### config.mk
export PLATFORM = sky130hd
export DESIGN_NAME = mem_lsu
export DESIGN_NICKNAME = d
export VERILOG_FILES = /design/src/rtl/mem_pkg.sv /design/src/rtl/mem_lsu_ext.sv /design/src/rtl/mem_lsu.sv
export SDC_FILE = /design/constraint.sdc
export NUM_CORES = 1
export LEC_CHECK = 0
export CAP_MARGIN = 10
export CORE_UTILIZATION = 51
export CTS_BUF_LIST = sky130_fd_sc_hd__clkbuf_16
export CTS_CLUSTER_DIAMETER = 80
export DETAILED_ROUTE_END_ITERATION = 10
export PLACE_DENSITY = 0.79
export SYNTH_ARGS = -nofsm -noshare
export SYNTH_HDL_FRONTEND = slang
export SYNTH_SLANG_ARGS = --single-unit
### constraint.sdc
create_clock -name clk -period 2.9 [get_ports clk]
set_input_delay 0.435 -clock clk [delete_from_list [all_inputs] [get_ports clk]]
set_output_delay 0.435 -clock clk [all_outputs]
set_load 0.02 [all_outputs]
### src/rtl/mem_pkg.sv
// Shared definitions for the byte-serial MEM-stage load/store unit:
// funct3 encodings, FSM states and per-op byte count / alignment helpers.
package mem_pkg;

    localparam logic [2:0] F3_LB  = 3'b000;
    localparam logic [2:0] F3_LH  = 3'b001;
    localparam logic [2:0] F3_LW  = 3'b010;
    localparam logic [2:0] F3_LBU = 3'b100;
    localparam logic [2:0] F3_LHU = 3'b101;
    localparam logic [2:0] F3_SB  = 3'b000;
    localparam logic [2:0] F3_SH  = 3'b001;
    localparam logic [2:0] F3_SW  = 3'b010;

    typedef enum logic [1:0] {
        IDLE,
        ISSUE,
        DRAIN,
        DONE
    } state_t;

    function automatic logic op_known(input logic we, input logic [2:0] f3);
        if (we)
            return (f3 == F3_SB) || (f3 == F3_SH) || (f3 == F3_SW);
        return (f3 == F3_LB) || (f3 == F3_LH) || (f3 == F3_LW) ||
               (f3 == F3_LBU) || (f3 == F3_LHU);
    endfunction

    function automatic logic [2:0] byte_cnt(input logic [2:0] f3);
        case (f3)
            F3_LH, F3_LHU: return 3'd2;
            F3_LW:         return 3'd4;
            default:       return 3'd1;
        endcase
    endfunction

    // Store encodings alias the load ones, so one check covers both.
    function automatic logic is_misaligned(input logic [2:0] f3, input logic [1:0] lo);
        case (f3)
            F3_LH, F3_LHU: return lo[0];
            F3_LW:         return lo != 2'b00;
            default:       return 1'b0;
        endcase
    endfunction

endpackage

### src/rtl/mem_lsu_ext.sv
// Load result extender: maps funct3 and the little-endian assembled bytes
// to the write-back value (sign- or zero-extended).
module mem_lsu_ext
    import mem_pkg::*;
(
    input  logic [2:0]  funct3,
    input  logic [31:0] raw,
    output logic [31:0] data
);

    always_comb begin
        data = '0;
        case (funct3)
            F3_LB:   data = {{24{raw[7]}}, raw[7:0]};
            F3_LH:   data = {{16{raw[15]}}, raw[15:0]};
            F3_LW:   data = raw;
            F3_LBU:  data = {24'd0, raw[7:0]};
            F3_LHU:  data = {16'd0, raw[15:0]};
            default: data = '0;
        endcase
    end

endmodule

### src/rtl/mem_lsu.sv
// Byte-serial load/store unit for the MEM stage. Optional misaligned-access
// trap is enabled by defining MEM_MISALIGN_TRAP_EN.
module mem_lsu
    import mem_pkg::*;
#(
    parameter int ADDR_W  = 32,
    parameter int XLEN    = 32,
    parameter int RAM_LAT = 1
) (
    input  logic              clk,
    input  logic              rst,
    input  logic              req_valid,
    output logic              req_ready,
    input  logic              req_we,
    input  logic [2:0]        req_funct3,
    input  logic [ADDR_W-1:0] req_addr,
    input  logic [XLEN-1:0]   req_wdata,
    input  logic [4:0]        req_rd,
    output logic              ram_en,
    output logic              ram_wr,
    output logic [ADDR_W-1:0] ram_addr,
    output logic [7:0]        ram_dout,
    input  logic [7:0]        ram_din,
    output logic              done,
    output logic              wb_we,
    output logic [4:0]        wb_rd,
    output logic [XLEN-1:0]   wb_data,
    output logic              fault,
    output logic              stall
);

`ifdef MEM_MISALIGN_TRAP_EN
    localparam bit TRAP_EN = 1'b1;
`else
    localparam bit TRAP_EN = 1'b0;
`endif

    state_t state_q, state_d;
    logic store_q, store_d;
    logic known_q, known_d;
    logic [2:0] f3_q, f3_d;
    logic [XLEN-1:0] wdata_q, wdata_d;
    logic [4:0] rd_q, rd_d;
    logic [1:0] idx_q, idx_d;
    logic [31:0] result_q, result_d;

    logic [RAM_LAT-1:0]      cap_v_q, cap_v_d;
    logic [RAM_LAT-1:0][1:0] cap_idx_q, cap_idx_d;

    logic req_ready_q, req_ready_d;
    logic stall_q, stall_d;
    logic ram_en_q, ram_en_d;
    logic ram_wr_q, ram_wr_d;
    logic [ADDR_W-1:0] ram_addr_q, ram_addr_d;
    logic [7:0] ram_dout_q, ram_dout_d;
    logic done_q, done_d;
    logic wb_we_q, wb_we_d;
    logic [4:0] wb_rd_q, wb_rd_d;
    logic [XLEN-1:0] wb_data_q, wb_data_d;
    logic fault_q, fault_d;

    logic        accept;
    logic        new_known;
    logic        new_misaligned;
    logic [2:0]  cnt;
    logic [1:0]  last_idx;
    logic [1:0]  nidx;
    logic        cap_fire;
    logic [1:0]  cap_k;
    logic [31:0] assembled;
    logic [31:0] ext_data;

    assign accept         = req_valid && req_ready_q;
    assign new_known      = op_known(req_we, req_funct3);
    assign new_misaligned = TRAP_EN && new_known && is_misaligned(req_funct3, req_addr[1:0]);
    assign cnt            = known_q ? byte_cnt(f3_q) : 3'd1;
    assign last_idx       = 2'(cnt - 3'd1);
    assign nidx           = idx_q + 2'd1;
    assign cap_fire       = cap_v_q[RAM_LAT-1];
    assign cap_k          = cap_idx_q[RAM_LAT-1];

    // Byte k read back RAM_LAT cycles after issue lands in lane k of the result.
    always_comb begin
        assembled = result_q;
        if (cap_fire)
            assembled[{cap_k, 3'b000} +: 8] = ram_din;
    end

    mem_lsu_ext u_ext (
        .funct3 (f3_q),
        .raw    (assembled),
        .data   (ext_data)
    );

    always_comb begin
        state_d     = state_q;
        store_d     = store_q;
        known_d     = known_q;
        f3_d        = f3_q;
        wdata_d     = wdata_q;
        rd_d        = rd_q;
        idx_d       = idx_q;
        result_d    = assembled;
        req_ready_d = req_ready_q;
        stall_d     = stall_q;
        ram_en_d    = ram_en_q;
        ram_wr_d    = ram_wr_q;
        ram_addr_d  = ram_addr_q;
        ram_dout_d  = ram_dout_q;
        done_d      = 1'b0;
        wb_we_d     = 1'b0;
        fault_d     = 1'b0;
        wb_rd_d     = wb_rd_q;
        wb_data_d   = wb_data_q;

        cap_v_d[0]   = ram_en_q && !ram_wr_q;
        cap_idx_d[0] = idx_q;
        for (int unsigned i = 1; i < RAM_LAT; i++) begin
            cap_v_d[i]   = cap_v_q[i-1];
            cap_idx_d[i] = cap_idx_q[i-1];
        end

        case (state_q)
            IDLE, DONE: begin
                state_d = IDLE;
                if (accept) begin
                    f3_d    = req_funct3;
                    known_d = new_known;
                    store_d = req_we && new_known;
                    wdata_d = req_wdata;
                    rd_d    = req_rd;
                    if (new_misaligned) begin
                        state_d   = DONE;
                        done_d    = 1'b1;
                        fault_d   = 1'b1;
                        wb_rd_d   = req_rd;
                        wb_data_d = '0;
                    end else begin
                        state_d     = ISSUE;
                        idx_d       = 2'd0;
                        result_d    = '0;
                        ram_en_d    = 1'b1;
                        ram_wr_d    = req_we && new_known;
                        ram_addr_d  = req_addr;
                        ram_dout_d  = req_wdata[7:0];
                        req_ready_d = 1'b0;
                        stall_d     = 1'b1;
                    end
                end
            end
            ISSUE: begin
                if (idx_q == last_idx) begin
                    ram_en_d = 1'b0;
                    ram_wr_d = 1'b0;
                    if (store_q) begin
                        state_d     = DONE;
                        done_d      = 1'b1;
                        wb_rd_d     = rd_q;
                        wb_data_d   = '0;
                        req_ready_d = 1'b1;
                        stall_d     = 1'b0;
                    end else begin
                        state_d = DRAIN;
                    end
                end else begin
                    idx_d      = nidx;
                    ram_addr_d = ram_addr_q + ADDR_W'(1);
                    ram_dout_d = wdata_q[{nidx, 3'b000} +: 8];
                end
            end
            DRAIN: begin
                if (cap_fire && cap_k == last_idx) begin
                    state_d     = DONE;
                    done_d      = 1'b1;
                    wb_we_d     = known_q && (rd_q != 5'd0);
                    wb_rd_d     = rd_q;
                    wb_data_d   = known_q ? ext_data : '0;
                    req_ready_d = 1'b1;
                    stall_d     = 1'b0;
                end
            end
            default: state_d = IDLE;
        endcase
    end

    always_ff @(posedge clk) begin
        if (rst) begin
            state_q     <= IDLE;
            store_q     <= 1'b0;
            known_q     <= 1'b0;
            f3_q        <= '0;
            wdata_q     <= '0;
            rd_q        <= '0;
            idx_q       <= '0;
            result_q    <= '0;
            cap_v_q     <= '0;
            cap_idx_q   <= '0;
            req_ready_q <= 1'b1;
            stall_q     <= 1'b0;
            ram_en_q    <= 1'b0;
            ram_wr_q    <= 1'b0;
            ram_addr_q  <= '0;
            ram_dout_q  <= '0;
            done_q      <= 1'b0;
            wb_we_q     <= 1'b0;
            wb_rd_q     <= '0;
            wb_data_q   <= '0;
            fault_q     <= 1'b0;
        end else begin
            state_q     <= state_d;
            store_q     <= store_d;
            known_q     <= known_d;
            f3_q        <= f3_d;
            wdata_q     <= wdata_d;
            rd_q        <= rd_d;
            idx_q       <= idx_d;
            result_q    <= result_d;
            cap_v_q     <= cap_v_d;
            cap_idx_q   <= cap_idx_d;
            req_ready_q <= req_ready_d;
            stall_q     <= stall_d;
            ram_en_q    <= ram_en_d;
            ram_wr_q    <= ram_wr_d;
            ram_addr_q  <= ram_addr_d;
            ram_dout_q  <= ram_dout_d;
            done_q      <= done_d;
            wb_we_q     <= wb_we_d;
            wb_rd_q     <= wb_rd_d;
            wb_data_q   <= wb_data_d;
            fault_q     <= fault_d;
        end
    end

    assign req_ready = req_ready_q;
    assign stall     = stall_q;
    assign ram_en    = ram_en_q;
    assign ram_wr    = ram_wr_q;
    assign ram_addr  = ram_addr_q;
    assign ram_dout  = ram_dout_q;
    assign done      = done_q;
    assign wb_we     = wb_we_q;
    assign wb_rd     = wb_rd_q;
    assign wb_data   = wb_data_q;
    assign fault     = fault_q;

endmodule

# Word level (Yosys, flattened, before mapping)
# Index checks and enable logic that the tools add are counted.
totals:
  reg_bits: 164
  latchBits: 0
  mem_bits_rw: 0
  rom_bits: 0
  in_bits: 84
  out_inout_bits: 84
  elab_cells: 123
  n_memories: 0
op_classes:
  n_addsub: 4
  multipliers: 0
  div: 0
  order_cmp: 0
  n_eq_ne: 18
  shifts: 3
  n_mux: 51
  bitwise: 3
  reduce_logical: 24
op_table:
  columns: ["operator", "n"]
  rows:
  - ["32-bit two-way mux", 9]
  - ["32-bit one-hot mux with 5 select lines", 1]
  - ["32-bit one-hot mux with 2 select lines", 2]
  - ["32-bit by 1-bit adder with 32-bit output (second input constant)", 1]
  - ["32-bit bitwise mux", 1]
  - ["8-bit by 7-bit variable shift with 32-bit output (first input constant)", 1]
  - ["32-bit by 6-bit variable part select with 8-bit output", 1]
  - ["8-bit by 7-bit variable part select with 32-bit output", 1]
  - ["1-bit two-way mux", 18]
  - ["8-bit two-way mux", 2]
  - ["8-bit one-hot mux with 2 select lines", 1]
  - ["5-bit two-way mux", 3]
  - ["3-bit equality test (second input constant)", 4]
  - ["2-bit two-way mux", 5]
  - ["2-bit inequality test (second input constant)", 5]
  - ["5-bit one-hot mux with 2 select lines", 1]
  - ["1-bit one-hot mux with 3 select lines", 3]
  - ["2-bit one-hot mux with 2 select lines", 2]
  - ["4-bit AND reduction", 2]
  - ["5-bit negation with 7-bit output", 1]
  - ["3-bit by 1-bit equality test with 1-bit output (second input constant)", 2]
  - ["3-bit by 2-bit equality test with 1-bit output (second input constant)", 2]
  - ["3-bit zero test", 2]
  - ["2-bit one-hot mux with 3 select lines", 1]
  - ["17 further kinds", 32]

# Longest topological paths before layout
depth:
  ltp_word: 9
  ltp_mapped: 11
  mapped_depth_nobuf: 8

# Cells and area by module
# A second synthesis with hierarchy kept.
unflattened:
  hier_cells: 960
  area_unflattened_um2: 8284.2
by_module_without_submodules:
  columns: ["mod", "n_inst", "cells_per_inst", "area_per_inst_um2", "seq_area_each_um2"]
  rows:
  - ["mem_lsu", 1, 889, 7649.8, 3283.1]
  - ["mem_lsu_ext", 1, 71, 634.4, 0.0]

# Worst setup path after synthesis
# No wires, ideal clock.
synth_path:
  path_type: "register to register"
  startpoint: "reg cap_idx_q[0] (netlist bit)"
  endpoint: "reg wb_data_q[21], in the netlist wb_data[21]"
  setup_ps: 74
  arrival_time_ps: 2147
  required_time_ps: 2826
  slack_ps: 679
  path_stages_with_launch: 10
  path_buffers: 1
  synth_period_minus_slack_ps: 2221
  cell_sequence: "dfxtp_1 inv_1 ha_1 nor3b_1 a22oi_1 nor3_2 o21bai_4 buf_4 o211ai_1 o21ai_0"
synth_via:
  elab_chain_cells: 8
  elab_cells_between_ends: 13
  classes_between: "1 x add/sub; 2 x eq/ne; 2 x shift; 6 x mux; 2 x reduce/logical"
synth_rtl:
  columns: ["item", "line_no", "text"]
  rows:
  - ["from (decl)", "mem_lsu.sv:48", "logic [RAM_LAT-1:0][1:0] cap_idx_q, cap_idx_d;"]
  - ["from (signal assigned)", "mem_lsu.sv:219", "cap_idx_q <= cap_idx_d;"]
  - ["5-bit negation with 7-bit output", "mem_lsu.sv:86", "assembled[{cap_k, 3'b000} +: 8] = ram_din;"]
  - ["8-bit by 7-bit variable part select with 32-bit output or 8-bit by 7-bit variable shift with 32-bit output (tied branches)", "mem_lsu.sv:86", null]
  - ["32-bit bitwise mux", "mem_lsu.sv:86", null]
  - ["32-bit two-way mux", "mem_lsu.sv:85", "if (cap_fire)"]
  - ["32-bit one-hot mux with 5 select lines", "mem_lsu_ext.sv:13", "case (funct3)"]
  - ["32-bit two-way mux", "mem_lsu.sv:177", "wb_data_d = known_q ? ext_data : '0;"]
  - ["32-bit two-way mux", "mem_lsu.sv:172", "if (cap_fire && cap_k == last_idx) begin"]
  - ["32-bit one-hot mux with 2 select lines", "mem_lsu.sv:123", "case (state_q)"]
  - ["to (signal assigned)", "mem_lsu.sv:229", "wb_data_q <= wb_data_d;"]
  - ["to (decl)", "mem_lsu.sv:59", "logic [XLEN-1:0] wb_data_q, wb_data_d;"]
# Parallel ways exist; a longest one is shown, timed or not. The select of a mux whose other input is x is not followed.
# A chain may end at the register's enable or synchronous reset.

# Worst setup path in the final report
layout_path:
  startpoint: "reg cap_idx_q[0] (netlist bit)"
  endpoint: "reg wb_data_q[30], in the netlist wb_data[30]"
# The elaborated chain is that of the path after synthesis.

==> results.py <==
metrics = {
    "floorplan": {
        "die_h_um": 124,
        "die_width_um": 124,
        "die_area_sq_um": 15500,
        "rows": 44,
        "boundaryPins": 168,
        "coreArea_sq_um": 14600,
        "initial_core_util_pct": 52.4,
    },
    "timing": {
        "summed_negative_setup_slack_over_all_endpoints_ns": 0,
        "final_period_demand_of_the_worst_path_ns": 2.48,
        "setup_viol_count_final": 0,
        "hold_violations": 0,
        "timing.clock.skew_ns": 0.00992,
        "finalMaxSlewViolations": 0,
        "max_freq_ghz": 0.404,
        "rsz0062_at_grt": "false",
        "tightest_slew_ns": 0.670,
        "finalCritPeriodShare_pct": 85.4,
        "slew_headroom_pct": 54.0,
    },
    "cells_and_area": {
        "mostFrequentLayoutCell": "sky130_fd_sc_hd__nand2_1",
        "antennaDiodeCount": 0,
        "multi_input_comb_area_sq_um": 3960,
        "post-route-util_pct": 68.3,
        "commonest_cells_after_routing_fill_and_taps_aside": "sky130_fd_sc_hd__nand2_1, sky130_fd_sc_hd__clkdlybuf4s50_1, sky130_fd_sc_hd__dfxtp_1, sky130_fd_sc_hd__nor2_1, sky130_fd_sc_hd__a21oi_1",
        "filler_cell_count": 1237,
        "seq_area_sq_um": 3280,
        "flow.area_growth_from_synthesis_pct": 30.4,
        "design.final.nets": 1153,
        "layout-drive-gt1-share_pct": 8.57,
        "final_cells": 1258,
    },
    "grt": {
        "globalRouteOverflowTotal": 0,
        "grt_usage_pct": 26.5,
        "grt_start_max_net_pins": 55,
        "first_global_vias": 6819,
        "grt_pass1_wl_um": 33600,
        "initial_antenna_violation_count": 0,
    },
    "cts": {
        "cts_max_level": 4,
        "worstSkewPairLatency_ns": 0.42,
        "number_of_buffers_created_by_cts": 17,
        "tritoncts_clock_tree": "yes",
        "cts.clk_slew.worst_paths_ns": 0.07,
        "cts-root-buf": "sky130_fd_sc_hd__clkbuf_16",
        "ctsLongestPathBuffers": 2,
        "post-cts-setup-buffers": 0,
        "clkSinkCount": 164,
    },
    "critical_path": {
        "path_class": "flip-flop to flip-flop",
        "worstReg2RegEnd": "wb_data[30]$_SDFFE_PP0P_",
        "crit_arrival_ns": 2.83,
        "worstPathMaxFanout": 16,
        "path_depth_of_the_worst_reg2reg_path": 8,
        "reg2reg_setup_slack_ns": 0.42,
        "cp-end-kind": "flip-flop",
        "critPathRequiredTime_ns": 3.25,
        "reg2reg_from": "cap_idx_q[0]$_SDFF_PP0_",
        "type_of_origin_of_the_critical_path": "flip-flop",
    },
    "synth": {
        "syn-cell-area_sq_um": 7640,
        "syn-num-nets": 1018,
        "synth_edf_count": 0,
        "postSynthRegisterBits": 164,
        "synth.yosys.seq_area_share_pct": 43.0,
        "synth_warnings": 0,
        "netlist_instances": 926,
        "postSynthAreaPerCell_sq_um": 8.25,
        "synthDistinctLibCells": 72,
        "dominantRegCellSynth": "sky130_fd_sc_hd__dfxtp_1",
        "async_reset_ff_share_pct": 0,
    },
    "worst_hold_path": {
        "hold_end": "wb_we$_SDFF_PP0_",
        "hold-path-cell-count": 4,
        "min-delay-start": "rst",
        "hold_path_class": "input pin to flip-flop",
    },
    "route": {
        "drt-pass1-iter-count": 8,
        "vias_per_cell": 5.74,
        "met1_wire_length_um": 8910,
        "wl_met3_um": 1220,
        "antenna_violating_nets_post_route": 0,
        "met2RoutedLength_um": 9770,
        "drt_first_iter_violations": 629,
        "wirelength_um": 20300,
        "remaining_drc_errors": 0,
        "highest_layer": "met4",
        "routedWlPerCell_um": 16.2,
        "num_vias": 7226,
    },
    "outcome": {
        "outcome": "finished clean",
    },
    "place": {
        "place.gp.congestion": 0.816,
        "dp_hpwl_um": 13600,
        "dp_cells": 1226,
        "place.port_buffers": 166,
    },
    "power_and_ir_drop": {
        "p_leak_nw": 3.39,
        "vdd_ir_drop_max_uv": 691,
        "cellPowerDensity_nw_per_um2": 904,
    },
    "run": {
        "drv_cap": 0,
    },
}
kinds of logic (layout without fill, tap and decap cells):
logic type	after synthesis	in the layout	synth area share (%)
multiplexers	23	23	4.32
AND/OR/NAND/NOR	367	367	22.7
buffers and inverters	95	243	5.50
other	1	1	0.0491
flip-flops	164	164	43.0
XOR/XNOR	1	1	0.213
adder cells (fa/ha/maj)	8	8	1.31
AO/OA/AOI/OAI	267	267	22.9
registers in the layout, indices dropped and copies added, names as in the netlist, 3 cells and up:
register,count
ram_addr,32
result_q,32
wb_data,32
wdata_q,32
ram_dout,8
rd_q,5
wb_rd,5
f3_q,3
synth_stat cells (all sizes together), types with 2 or more instances:
cell / instances / area share, %
a211oi: 19 / 2.3
a21boi: 2 / 0.20
a21oi: 84 / 5.5
a22o: 8 / 0.92
a22oi: 24 / 2.4
a2bb2oi: 3 / 0.34
a311oi: 2 / 0.23
a31oi: 6 / 0.49
a32oi: 2 / 0.23
a41oi: 2 / 0.33
and2: 4 / 0.33
and3: 7 / 0.57
and3b: 2 / 0.23
and4: 6 / 0.69
buf: 30 / 2.3
clkbuf: 40 / 2.0
dfxtp: 164 / 43
ha: 8 / 1.3
inv: 25 / 1.2
mux2i: 15 / 2.0
mux4: 8 / 2.4
nand2: 168 / 8.3
nand2b: 4 / 0.33
nand3: 27 / 2.2
nand4: 8 / 0.74
nor2: 89 / 4.4
nor2b: 13 / 1.1
nor3: 15 / 1.3
nor3b: 5 / 0.49
nor4: 6 / 0.85
o211ai: 25 / 2.5
o21ai: 55 / 3.6
o21bai: 2 / 0.34
o22ai: 4 / 0.33
o2bb2ai: 2 / 0.23
o31a: 4 / 0.46
o31ai: 3 / 0.29
o32ai: 12 / 1.4
or2: 5 / 0.41
or4: 2 / 0.20
per-layer routing:
layer | vias to the layer above | GRT usage, %
li1 | 3552 | -
met2 | 256 | 43.4
met4 | 0 | 8.36
met1 | 3385 | 34.3
met3 | 33 | 6.23
met5 | - | 0
layout make-up:
cell class,count,area share (%)
well taps,184,2.31
repair buffers,186,18.2
clock inverters,15,1.67
multi-input cells,667,39.7
inverters,25,0.942
clock buffers,17,4.27
flip-flops and latches,164,32.9
how the worst max path moves through the flow:
stage	from	endpoint	cells after the start
after global placement	cap_idx_q[0]$_SDFF_PP0_	wb_data[22]$_SDFFE_PP0P_	8
after floorplan	cap_idx_q[0]$_SDFF_PP0_	wb_data[21]$_SDFFE_PP0P_	9
after detailed placement	cap_idx_q[0]$_SDFF_PP0_	wb_data[26]$_SDFFE_PP0P_	8
after global routing	cap_idx_q[0]$_SDFF_PP0_	wb_data[30]$_SDFFE_PP0P_	8
final	cap_idx_q[0]$_SDFF_PP0_	wb_data[30]$_SDFFE_PP0P_	8
after CTS	cap_idx_q[0]$_SDFF_PP0_	wb_data[30]$_SDFFE_PP0P_	8
metrics by stage:
stage                     instance area, sq um  hold WS (ns)  worst slack [ns]  power [mW]
after floorplan                           7640         0.433             0.679        5.59
after global placement                    9370         0.436             0.481        6.66
after detailed placement                  9370         0.445             0.316        6.73
after CTS                                 9960         0.396             0.272        9.01
after global routing                      9970         0.425             0.136        9.56
final                                     9970         0.401             0.424        9.01
timing repair:
item / CTS / global route
endpoints found under the setup margin: 0 / 7
resized for setup: 0 / 1
hold buffers: 0 / 0
where the power goes:
group          total, mW  switching (mW)  internal, mW
combinational       3.66            2.26          1.40
clock               2.27           0.921          1.34
sequential          3.08           0.418          2.67
worst max-delay path: stages (launching register included):
cell and delay, ns:
sky130_fd_sc_hd__dfxtp_1 0.48, sky130_fd_sc_hd__inv_1 0.17, sky130_fd_sc_hd__ha_1 0.37, sky130_fd_sc_hd__nor3b_1 0.26, sky130_fd_sc_hd__a22oi_1 0.19, sky130_fd_sc_hd__nor3_4 0.33, sky130_fd_sc_hd__o21bai_4 0.31, sky130_fd_sc_hd__o211ai_1 0.17
sky130_fd_sc_hd__o21ai_1 0.11
No activity file was read; power rests on OpenSTA's default activity.
